==> config.mk <==
export PLATFORM = sky130hd
export DESIGN_NAME = ysyx_22050710_mem_stage
export DESIGN_NICKNAME = d
export VERILOG_FILES = /design/src/rtl/ysyx_22050710_mem_stage.sv
export SDC_FILE = /design/constraint.sdc
export NUM_CORES = 1
export LEC_CHECK = 0
export CORE_AREA = 2 2 252 254
export DETAILED_ROUTE_END_ITERATION = 7
export DIE_AREA = 0 0 254 256
export HOLD_SLACK_MARGIN = 0.15
export PLACE_DENSITY_LB_ADDON = 0.25
export RECOVER_POWER = 50
export SKIP_CTS_REPAIR_TIMING = 1
export SLEW_MARGIN = 20
export SYNTH_ARGS = -nofsm -noshare
export SYNTH_HDL_FRONTEND = slang
export SYNTH_SLANG_ARGS = --single-unit
==> constraint.sdc <==
create_clock -name i_clk -period 3.1 [get_ports i_clk]
set_input_delay 0.31 -clock i_clk [delete_from_list [all_inputs] [get_ports i_clk]]
set_output_delay 0.31 -clock i_clk [all_outputs]
set_load 0.02 [all_outputs]
==> src/rtl/ysyx_22050710_mem_stage.sv <==
// Memory stage: valid/allowin handshake on both sides, split-transaction data-memory port.
// Optional result forwarding to decode is enabled with `define YSYX_22050710_MS_BYPASS_EN.
//
// state | meaning
// IDLE  | no instruction held
// ADDR  | address phase, request driven until addr_ok
// DATA  | waiting for data_ok (read data or write ack)
// DONE  | result presented to write-back until ws allowin
module ysyx_22050710_mem_stage #(
   parameter int WORD_WD         = 64,
   parameter int GPR_ADDR_WD     = 5,
   parameter int CSR_ADDR_WD     = 12,
   parameter int ES_TO_MS_BUS_WD = 280,
   parameter int MS_TO_WS_BUS_WD = 147
) (
   input  logic                       i_clk,
   input  logic                       i_rst_n,
   input  logic                       i_es_to_ms_valid,
   input  logic [ES_TO_MS_BUS_WD-1:0] i_es_to_ms_bus,
   output logic                       o_ms_allowin,
   output logic                       o_ms_to_ws_valid,
   output logic [MS_TO_WS_BUS_WD-1:0] o_ms_to_ws_bus,
   input  logic                       i_ws_allowin,
   output logic [GPR_ADDR_WD-1:0]     o_ms_to_ds_gpr_rd,
   output logic [CSR_ADDR_WD-1:0]     o_ms_to_ds_csr_rd,
`ifdef YSYX_22050710_MS_BYPASS_EN
   output logic                       o_ms_fwd_valid,
   output logic [WORD_WD-1:0]         o_ms_fwd_data,
`endif
   output logic                       o_dmem_req,
   output logic                       o_dmem_we,
   output logic [WORD_WD-1:0]         o_dmem_addr,
   output logic [WORD_WD-1:0]         o_dmem_wdata,
   output logic [7:0]                 o_dmem_wmask,
   input  logic                       i_dmem_addr_ok,
   input  logic                       i_dmem_data_ok,
   input  logic [WORD_WD-1:0]         i_dmem_rdata
);

   typedef enum logic [1:0] {IDLE, ADDR, DATA, DONE} state_t;

   state_t                     state;
   logic [ES_TO_MS_BUS_WD-1:0] es_q;
   logic [WORD_WD-1:0]         rdata_q;

   logic                   mem_ren, mem_wen, gpr_wen, csr_wen;
   logic [2:0]             mem_op;
   logic [WORD_WD-1:0]     mem_addr, mem_wdata, alu_result, csr_result;
   logic [GPR_ADDR_WD-1:0] rd;
   logic [CSR_ADDR_WD-1:0] csr;

   assign {mem_ren, mem_wen, mem_op, mem_addr, mem_wdata, gpr_wen, rd, alu_result,
           csr_wen, csr, csr_result} = es_q;

   logic accept, in_is_mem;
   assign o_ms_allowin = (state == IDLE) || (state == DONE && i_ws_allowin);
   assign accept       = i_es_to_ms_valid && o_ms_allowin;
   assign in_is_mem    = i_es_to_ms_bus[ES_TO_MS_BUS_WD-1] | i_es_to_ms_bus[ES_TO_MS_BUS_WD-2];

   always_ff @(posedge i_clk or negedge i_rst_n) begin
      if (!i_rst_n) begin
         state   <= IDLE;
         es_q    <= '0;
         rdata_q <= '0;
      end else begin
         case (state)
            IDLE: if (accept) begin
               es_q  <= i_es_to_ms_bus;
               state <= in_is_mem ? ADDR : DONE;
            end
            ADDR: if (i_dmem_addr_ok) state <= DATA;
            DATA: if (i_dmem_data_ok) begin
               rdata_q <= i_dmem_rdata;
               state   <= DONE;
            end
            DONE: if (i_ws_allowin) begin
               if (i_es_to_ms_valid) begin
                  es_q  <= i_es_to_ms_bus;
                  state <= in_is_mem ? ADDR : DONE;
               end else begin
                  state <= IDLE;
               end
            end
            default: state <= IDLE;
         endcase
      end
   end

   logic [2:0]         off;
   logic [5:0]         bit_off;
   logic [7:0]         base_mask;
   logic [WORD_WD-1:0] sh, load_data, gpr_final_result;

   assign off     = mem_addr[2:0];
   assign bit_off = {off, 3'b000};

   always_comb begin
      base_mask = 8'h01;
      case (mem_op[1:0])
         2'b00:   base_mask = 8'h01;
         2'b01:   base_mask = 8'h03;
         2'b10:   base_mask = 8'h0F;
         default: base_mask = 8'hFF;
      endcase
   end

   always_comb begin
      sh        = rdata_q >> bit_off;
      load_data = sh;
      case (mem_op)
         3'b000:  load_data = {{56{sh[7]}}, sh[7:0]};
         3'b001:  load_data = {{48{sh[15]}}, sh[15:0]};
         3'b010:  load_data = {{32{sh[31]}}, sh[31:0]};
         3'b100:  load_data = {56'b0, sh[7:0]};
         3'b101:  load_data = {48'b0, sh[15:0]};
         3'b110:  load_data = {32'b0, sh[31:0]};
         default: load_data = sh;
      endcase
   end

   assign gpr_final_result = mem_ren ? load_data : alu_result;

   // dmem outputs are gated so the port is quiet outside the address phase
   assign o_dmem_req   = (state == ADDR);
   assign o_dmem_we    = o_dmem_req & mem_wen;
   assign o_dmem_addr  = o_dmem_req ? {mem_addr[WORD_WD-1:3], 3'b000} : '0;
   assign o_dmem_wdata = o_dmem_req ? (mem_wdata << bit_off) : '0;
   assign o_dmem_wmask = o_dmem_req ? (base_mask << off) : 8'h00;

   assign o_ms_to_ws_valid = (state == DONE);
   assign o_ms_to_ws_bus   = {gpr_wen & ~mem_wen, rd, gpr_final_result, csr_wen, csr, csr_result};

   assign o_ms_to_ds_gpr_rd = (state != IDLE && gpr_wen) ? rd  : '0;
   assign o_ms_to_ds_csr_rd = (state != IDLE && csr_wen) ? csr : '0;

`ifdef YSYX_22050710_MS_BYPASS_EN
   assign o_ms_fwd_valid = (state == DONE) && gpr_wen;
   assign o_ms_fwd_data  = gpr_final_result;
`endif

endmodule

* After elaboration in Yosys (flattened, before gate mapping)
Cells that the tools add are included.
Cells by class: equal/unequal tests 15, shift-type cells 3, muxes and demuxes 19, bitwise logic cells 4, reductions and logical operators 13
Operators by type and width (number):
- 280-bit two-way mux | 3
- 280-bit one-hot mux with 2 select lines | 1
- 64-bit one-hot mux with 6 select lines | 1
- 64-bit two-way mux | 3
- 64-bit by 6-bit << shifter with 64-bit output | 1
- 64-bit by 6-bit >> shifter with 64-bit output | 1
- 8-bit one-hot mux with 3 select lines | 1
- 12-bit two-way mux | 1
- 2-bit two-way mux | 6
- 3-bit == test, second input constant | 3
- 8-bit two-way mux | 1
- 2-bit one-hot mux with 4 select lines | 1
- 4-bit AND reduction | 2
- 8-bit by 3-bit << shifter with 8-bit output | 1
- 2-bit == test, second input constant | 3
- 2-bit inequality test, second input constant | 3
- 5-bit two-way mux | 1
- 2-bit by 1-bit == test with 1-bit output, second input constant | 2
- 1-bit logical AND | 4
- 2-bit logical NOT | 2
- 2-bit by 1-bit inequality test with 1-bit output, second input constant | 2
- 2-bit nonzero test | 2
- 3-bit by 1-bit == test with 1-bit output, second input constant | 1
- 3-bit by 2-bit == test with 1-bit output, second input constant | 1
- 6 further kinds | 7
Storage, ports and cells: register bits after elaboration 346, bits of input ports 350, output and inout port bits 304, logic and storage cells 57

* Logic depth before layout (Yosys ltp)
Gate-level depths: netlist (run 1).
word-level depth 6, depth in mapped cells 8, gate-level depth less buffers 4

* Worst setup path after synthesis (run 1)
Ideal clock, no wire load.
path type register -> output, from reg es_q[212], to out o_ms_to_ws_bus[100], arrival time 2.060 ns, data required time 2.790 ns, slack 0.730 ns, stages on the path, launching flop included 8, buffers on the path 3, cells stage by stage dfrtp_1 > buf_4 > mux2_1 > mux4_2 > a32oi_2 > buf_4 > buf_4 > a31oi_1
Between the ends: word-level cells in the longest chain between the ends 3
RTL lines:
- start, declared | RTL line 43 | logic [ES_TO_MS_BUS_WD-1:0] es_q;
- start signal, assigned | RTL line 68 | es_q <= i_es_to_ms_bus;
- start signal, assigned | RTL line 78 | es_q <= i_es_to_ms_bus;
- 64-bit by 6-bit >> shifter with 64-bit output | RTL line 108 | sh = rdata_q >> bit_off;
- 64-bit one-hot mux with 6 select lines | RTL line 110 | case (mem_op)
- 64-bit two-way mux | RTL line 121 | assign gpr_final_result = mem_ren ? load_data : alu_result;
- end, declared | RTL line 22 | output logic [MS_TO_WS_BUS_WD-1:0] o_ms_to_ws_bus,
No other way between the ends.

* Worst setup path after layout (run 1)
from reg es_q[212], to out o_ms_to_ws_bus[110]
The elaborated chain is that of the path after synthesis.

==> summary.txt, run 1 <==
Logic synthesis
  • Ys async rst share: 1.000
  • Seq/Total Area, Yosys: 0.4593
  • Yosys top cell area share: 0.4593
  • Top post-synthesis cells by count: mux2_2 (363), dfrtp_1 (346), nor2_1 (127)
  • Largest area contributor in the netlist: dfrtp_1
  • Most common cell in the synthesized netlist: mux2_2
  • EDFF count, synth: 0
  • Flops & latches, synth: roughly 350
  • Post-synth cell types: 43
  • Top post-synthesis cells by area: dfrtp_1 (46%), mux2_2 (22%), mux4_2 (4.9%)
  • Mapped Area: about 19000 um^2
  • Yosys warns: 0
  • Ys flop type: dfrtp_1
  • Mapped Cells: 1619
  • Synth Area per Inst: 11.64 um^2

Floorplan
  • Full die area: 65020 um^2
  • Initial Util: 0.3022
  • Die Y-Extent: approximately 260 um
  • Io pins: ~650
  • Core box area: about 62000 um^2
  • Row count: around 90
  • Die W: between 200 and 300 um

Run status
  • Status: complete, but fails checks
  • Failing checks: capacitance limit, slew limit, setup timing

Power and ir drop
  • VDD IR max: ~520 uV
  • Seq pwr share: 0.257
  • Clk pwr share: 0.147
  • Combinational power share: 0.596
  • Pleak: approximately 13 nW
  • P per Cell Area: ~1200 nW/um^2
  • Total power: 0.03507 W
  • Internal Power: 0.02043 W
  • Net Sw Frac: 0.4175
  • Psw: around 0.015 W

Placed design
  • HPWL after DPL: about 56 mm
  • DP Area: ~26000 um^2
  • Port Buf Inserts: 650
  • GPL Wtd Cong: between 0.9 and 1

Routing
  • Final Routed Wirelength: around 75 mm
  • Detail Route Antenna Nets: 0
  • First DRT Iteration DRCs: between 800 and 900
  • Vias per std cell: between 5 and 6
  • First-pass detailed-route iteration total: 5
  • Routed wire length per instance: roughly 24 um
  • Drc violations: 0
  • Via count: roughly 16000

Setup path
  • Worst EP arrival: approximately 3000 ps
  • Worst Setup Start Kind: register
  • Crit end category: primary output
  • CP peak stage delay: between 500 and 600 ps
  • Slowest cell on crit path: dfrtp_4
  • Kind of critical path: reg2out
  • WP data required: around 2800 ps
  • Max FO, Critical Path: 7
  • Critical path cell sequence: buf_6 > mux2_4 > mux4_2 > a32oi_4 > buf_12 > clkbuf_16 > a41oi_2 > buf_4

STA
  • Final period utilization: 1.075
  • Slew @ Worst Pin: ~2200 ps
  • Hold Violations, Final: 0
  • Post-layout min period: around 3300 ps
  • Setup ws final: -231.1 ps
  • Setup-failing EPs final: between 50 and 60
  • Max-slew headroom: -0.4765
  • F_max: roughly 300 MHz
  • RSZ-0062 raised after global routing: true
  • Setup skew after layout: between 20 and 30 ps
  • Fin. max-slew vios: 79

Clock network
  • Worst-path clk slew: around 60 ps
  • CTS Root Cell: clkbuf_16
  • Clk sinks: between 300 and 400
  • Total CTS buffers: 44
  • H-tree levels: 2
  • CTS tree: done
  • Clock buffer depth: 3
  • Clk Latency, worst-skew pair: around 580 ps

Finish
  • Final Cell Area: 28680 um^2
  • Area grow syn2layout: 52.13%
  • Fillers: between 5000 and 6000
  • Share of layout cells above drive strength 1: 0.3244
  • Final #Nets: ~2600
  • Finished Core Util: 0.4597

Hold path
  • Worst min path class: in2reg

Flow run
  • Max cap viols: 1

GRT
  • Total GRT Usage: 0.2175
  • Antenna violations before repair: 23
  • Vias in the first global route: ~16000
  • First-pass GRT wire length: about 110 mm
  • Grt ovf: 0
  • Largest net degree at the start of global routing: 85
==> layout by cell type (no fill, tap or decap), drive strengths merged, types with 10 or more instances in the layout <==
master and count:
clkinv 13, o21ai 19, mux2 364, mux2i 92, o2bb2ai 22, mux4 41, dlygate4sd3 80, o21a 10
clkbuf 89, dfrtp 346, a31oi 33, buf 140, nor2 127, nand2 107, and3 12, nand2b 18
a41oi 24, nand3 17, dlymetal6s2s 56, and2 87, a21oi 26, clkdlybuf4s50 456
==> final timing paths <==
path / start / end / slack [ps] / cells past startpoint
max: es_q[212]$_DFFE_PN0P_ / o_ms_to_ws_bus[110] / -230 / 8
min: i_es_to_ms_bus[248] / es_q[248]$_DFFE_PN0P_ / 330 / 2
max reg2reg: state[1]$_DFFE_PN0P_ / es_q[167]$_DFFE_PN0P_ / 280 / 7
min reg2reg: es_q[272]$_DFFE_PN0P_ / es_q[272]$_DFFE_PN0P_ / 500 / 1
max in group asynchronous: i_rst_n / es_q[180]$_DFFE_PN0P_ / 180 / 3
min in group asynchronous: i_rst_n / es_q[171]$_DFFE_PN0P_ / 940 / 2
==> critical path, delay by kind of cell (launching register included) <==
family | cells | cell delay (ps)
mux | 2 | 810
flops | 1 | 530
compound gates | 2 | 430
buf+inv | 4 | 670
==> per-stage QoR <==
step	instances	TNS (ps)	setup slack (ps)	hold WS, ps
CTS	3062	-46540	-489.2	-256.7
floorplan	1621	0	730.2	14.41
detailed placement	2981	0	153.5	377.4
global route	3102	-27100	-320.2	314.7
finish	3102	-8949	-231.1	332.4
global placement	2981	0	188.6	384.4
==> layout make-up <==
cell class              instances  area [um^2]  share of cell area
multi-input cells            1059         9661              0.3369
inverters                       4        20.02           0.0006980
repair buffers                757         7795              0.2718
well taps                     846         1059             0.03691
diodes                          9        22.52           0.0007853
flip-flops and latches        346         8671              0.3023
clock inverters                17        165.2            0.005759
clock buffers                  64         1286             0.04485
==> layer usage <==
metal  global-route usage  wire, um  vias to the layer above
met5                    0       115                        -
met4              0.07124      2230                       18
met3              0.06326      5955                      136
met2               0.3603     36180                      624
met1               0.2707     30060                     7867
li1                     -         -                     6883
==> state kept, by name (all words and copies together), names as in the netlist <==
signal / cells
es_q: 280
rdata_q: 64
state: 2
==> logic make-up after synthesis <==
kind of cell | Yosys count | synth area share
mux | 497 | 0.3153
simple gates | 392 | 0.09816
flops | 346 | 0.4593
buf+inv | 216 | 0.06411
compound gates | 167 | 0.06298
other cells | 1 | 0.0001989
==> power groups by stage <==
| stage | combinational [W] | sequential (W) | clock [W] |
|---|---|---|---|
| final | 0.0209 | 0.00901 | 0.00515 |
| after global routing | 0.0221 | 0.00931 | 0.00549 |
| after CTS | 0.0193 | 0.00896 | 0.00531 |
| after detailed placement | 0.0192 | 0.00900 | 0 |
| after global placement | 0.0191 | 0.00893 | 0 |
| after floorplan | 0.0127 | 0.00796 | 0 |
No activity file was read; power rests on OpenSTA's default activity.
==> run 2: changes to the inputs <==
- CAP_MARGIN: default -> 20
- CTS_CLUSTER_DIAMETER: default -> 100
==> summary.txt, run 2 (synthesized netlist as in run 1, its figures left out) <==
Run status
  • Status: complete, but fails checks
  • Failing checks: capacitance limit, slew limit, setup timing

Setup path
  • Reg2reg setup slack: 250 ps (-30 ps)
  • R2R Path End: es_q[168]$_DFFE_PN0P_
  • Worst EP arrival: 3030 ps (about the same)
  • Reg2Reg Launch Point: state[1]$_DFFE_PN0P_
  • Reg2reg path depth: 7 (unchanged)
  • Worst Setup EP: o_ms_to_ws_bus[136]
  • Crit end category: primary output
  • Max FO, Critical Path: 7 (unchanged)
  • Crit path launch: es_q[212]$_DFFE_PN0P_
  • Kind of critical path: reg2out
  • WP data required: 2790 ps (about the same)
  • Worst Setup Start Kind: register

STA
  • Setup skew after layout: 34.60 ps (+7.855 ps)
  • Fin. max-slew vios: 79 (unchanged)
  • Post-layout min period: 3340 ps (+8.964 ps)
  • F_max: 299.4 MHz (-0.27%)
  • Hold Violations, Final: 0 (unchanged)
  • Post-route setup TNS: -8686 ps (+263.6 ps)
  • Max-slew headroom: -0.4990 (-0.02252)
  • RSZ-0062 raised after global routing: true
  • Setup-failing EPs final: 48 (-5.9%)
  • Setup ws final: -240.1 ps (-8.964 ps)
  • Final period utilization: 1.077 (+0.002892)
  • Slew @ Worst Pin: 2249 ps (+33.78 ps)

GRT
  • Total GRT Usage: 0.2175 (about the same)
  • Vias in the first global route: 16140 (+0.24%)
  • First-pass GRT wire length: 106.3 mm (about the same)
  • Grt ovf: 0 (unchanged)
  • Antenna violations before repair: 22 (-4.3%)
  • Largest net degree at the start of global routing: 85 (unchanged)

Routing
  • Drc violations: 0 (unchanged)
  • Met2 WL: 36.11 mm (-0.22%)
  • Detail Route Antenna Nets: 0 (unchanged)
  • Via count: 15530 (+0.019%)
  • M1 WL: 30.14 mm (+0.27%)
  • Met3 Routed Length: 5.756 mm (-3.3%)
  • Vias per std cell: 5.008 (about the same)
  • First DRT Iteration DRCs: 863 (+0.35%)
  • Routed wire length per instance: 24.01 um (-0.11%)
  • Final Routed Wirelength: 74.44 mm (-0.14%)
  • First-pass detailed-route iteration total: 5 (unchanged)
  • Top Metal Used: met5

Clock network
  • Total CTS buffers: 44 (unchanged)
  • CTS tree: done
  • Clk Latency, worst-skew pair: 590 ps (about the same)
  • Clock buffer depth: 3 (unchanged)
  • Clk sinks: 346 (unchanged)
  • CTS Root Cell: clkbuf_16
  • Worst-path clk slew: 60 ps (about the same)
  • H-tree levels: 2 (unchanged)

Floorplan
  • Die W: 254 um (unchanged)
  • Core box area: 62390 um^2 (unchanged)
  • Die Y-Extent: 256 um (unchanged)
  • Full die area: 65020 um^2 (unchanged)
  • Row count: 92 (unchanged)
  • Io pins: 654 (unchanged)
  • Initial Util: 0.3022 (unchanged)

Placed design
  • HPWL after DPL: 56.14 mm (unchanged)
  • DP Area: 26040 um^2 (unchanged)
  • GPL Wtd Cong: 0.9157 (unchanged)
  • Port Buf Inserts: 650 (unchanged)

Hold path
  • Worst min path class: in2reg

Finish
  • Reg with most FFs: es_q
  • Leading cell type in the layout, fill and taps excluded: clkdlybuf4s50_1
  • Largest regs: es_q: 280 flops, rdata_q: 64 flops, state: 2 flops
  • Most frequent cells in the layout: clkdlybuf4s50_1 (457), mux2_2 (362), dfrtp_1 (341)
  • Share of layout cells above drive strength 1: 0.3235 (-0.0008901)
  • Area grow syn2layout: 51.81%
  • Max FFs per register: 280 (unchanged)
  • Final #Nets: 2562 (unchanged)
  • Final Cell Area: 28620 um^2 (-0.21%)
  • Fillers: 5828 (-0.15%)

Flow run
  • Max cap viols: 1 (unchanged)

Power and ir drop
  • VDD IR max: 522.8 uV (+0.53%)
  • P per Cell Area: 1222 nW/um^2 (about the same)
  • Pleak: 12.55 nW (-0.16%)
## run 2: changes by cell type in the layout (fill, tap and decap cells not counted), sizes merged
cell           previous run  this run
clkbuf                   89        92
buf                     140       138
bufinv                    2         3
clkdlybuf4s50           456       457
clkinv                   13        12
diode                     9         8
dlygate4sd3              80        79
inv                       6         5
## run 2: area by class of cell
type	count	area, um^2	area share
multi-input cells	1059	9603	0.3355
flip-flops and latches	346	8672	0.3030
repair buffers	757	7761	0.2712
clock buffers	65	1300	0.04542
well taps	846	1059	0.03699
clock inverters	16	185.2	0.006471
diodes	8	20.02	0.0006995
inverters	4	18.77	0.0006558
## run 2: worst min-delay path by stage
stage	cells after the start	startpoint	slack (ps)	endpoint
final	2	i_es_to_ms_bus[143]	330	es_q[143]$_DFFE_PN0P_
after detailed placement	1	i_rst_n	380	es_q[268]$_DFFE_PN0P_
after floorplan	0	i_rst_n	10	es_q[0]$_DFFE_PN0P_
after CTS	1	i_rst_n	-250	es_q[249]$_DFFE_PN0P_
after global routing	2	i_es_to_ms_bus[43]	300	es_q[43]$_DFFE_PN0P_
after global placement	1	i_rst_n	380	es_q[268]$_DFFE_PN0P_
## run 2: where the power goes
part	switching, W	internal [W]	total [W]	leakage, nW
combinational	0.0103	0.0104	0.0207	7.73
sequential	0.00213	0.00687	0.00900	4.08
clock	0.00209	0.00316	0.00525	0.742
total	0.0146	0.0204	0.0350	12.5
## run 2: worst max-delay path: stages, from the launching register on
cell and delay [ps]:
dfrtp_4 530, buf_6 150, mux2_4 290, mux4_2 520, a32oi_4 310, buf_12 170
buf_12 140, a41oi_2 140, buf_4 200
## run 2: through the flow
step	total power [W]	hold slack [ps]	instances	setup WS, ps	util
after floorplan	0.02063	14.41	1621	730.2	-
after global placement	0.02798	384.4	2981	188.6	0.4173
after detailed placement	0.02824	377.4	2981	153.5	0.4173
after CTS	0.03370	-252.8	3062	-485.3	0.4411
after global routing	0.03683	304.4	3101	-317.2	0.4587
final	0.03497	327.5	3101	-240.1	0.4587
## run 2: per-layer routing
| metal | GRT usage | vias up |
|---|---|---|
| met1 | 0.2709 | 7879 |
| met2 | 0.3600 | 627 |
| met3 | 0.06346 | 140 |
| met5 | 0 | - |
| li1 | - | 6867 |
| met4 | 0.07108 | 18 |
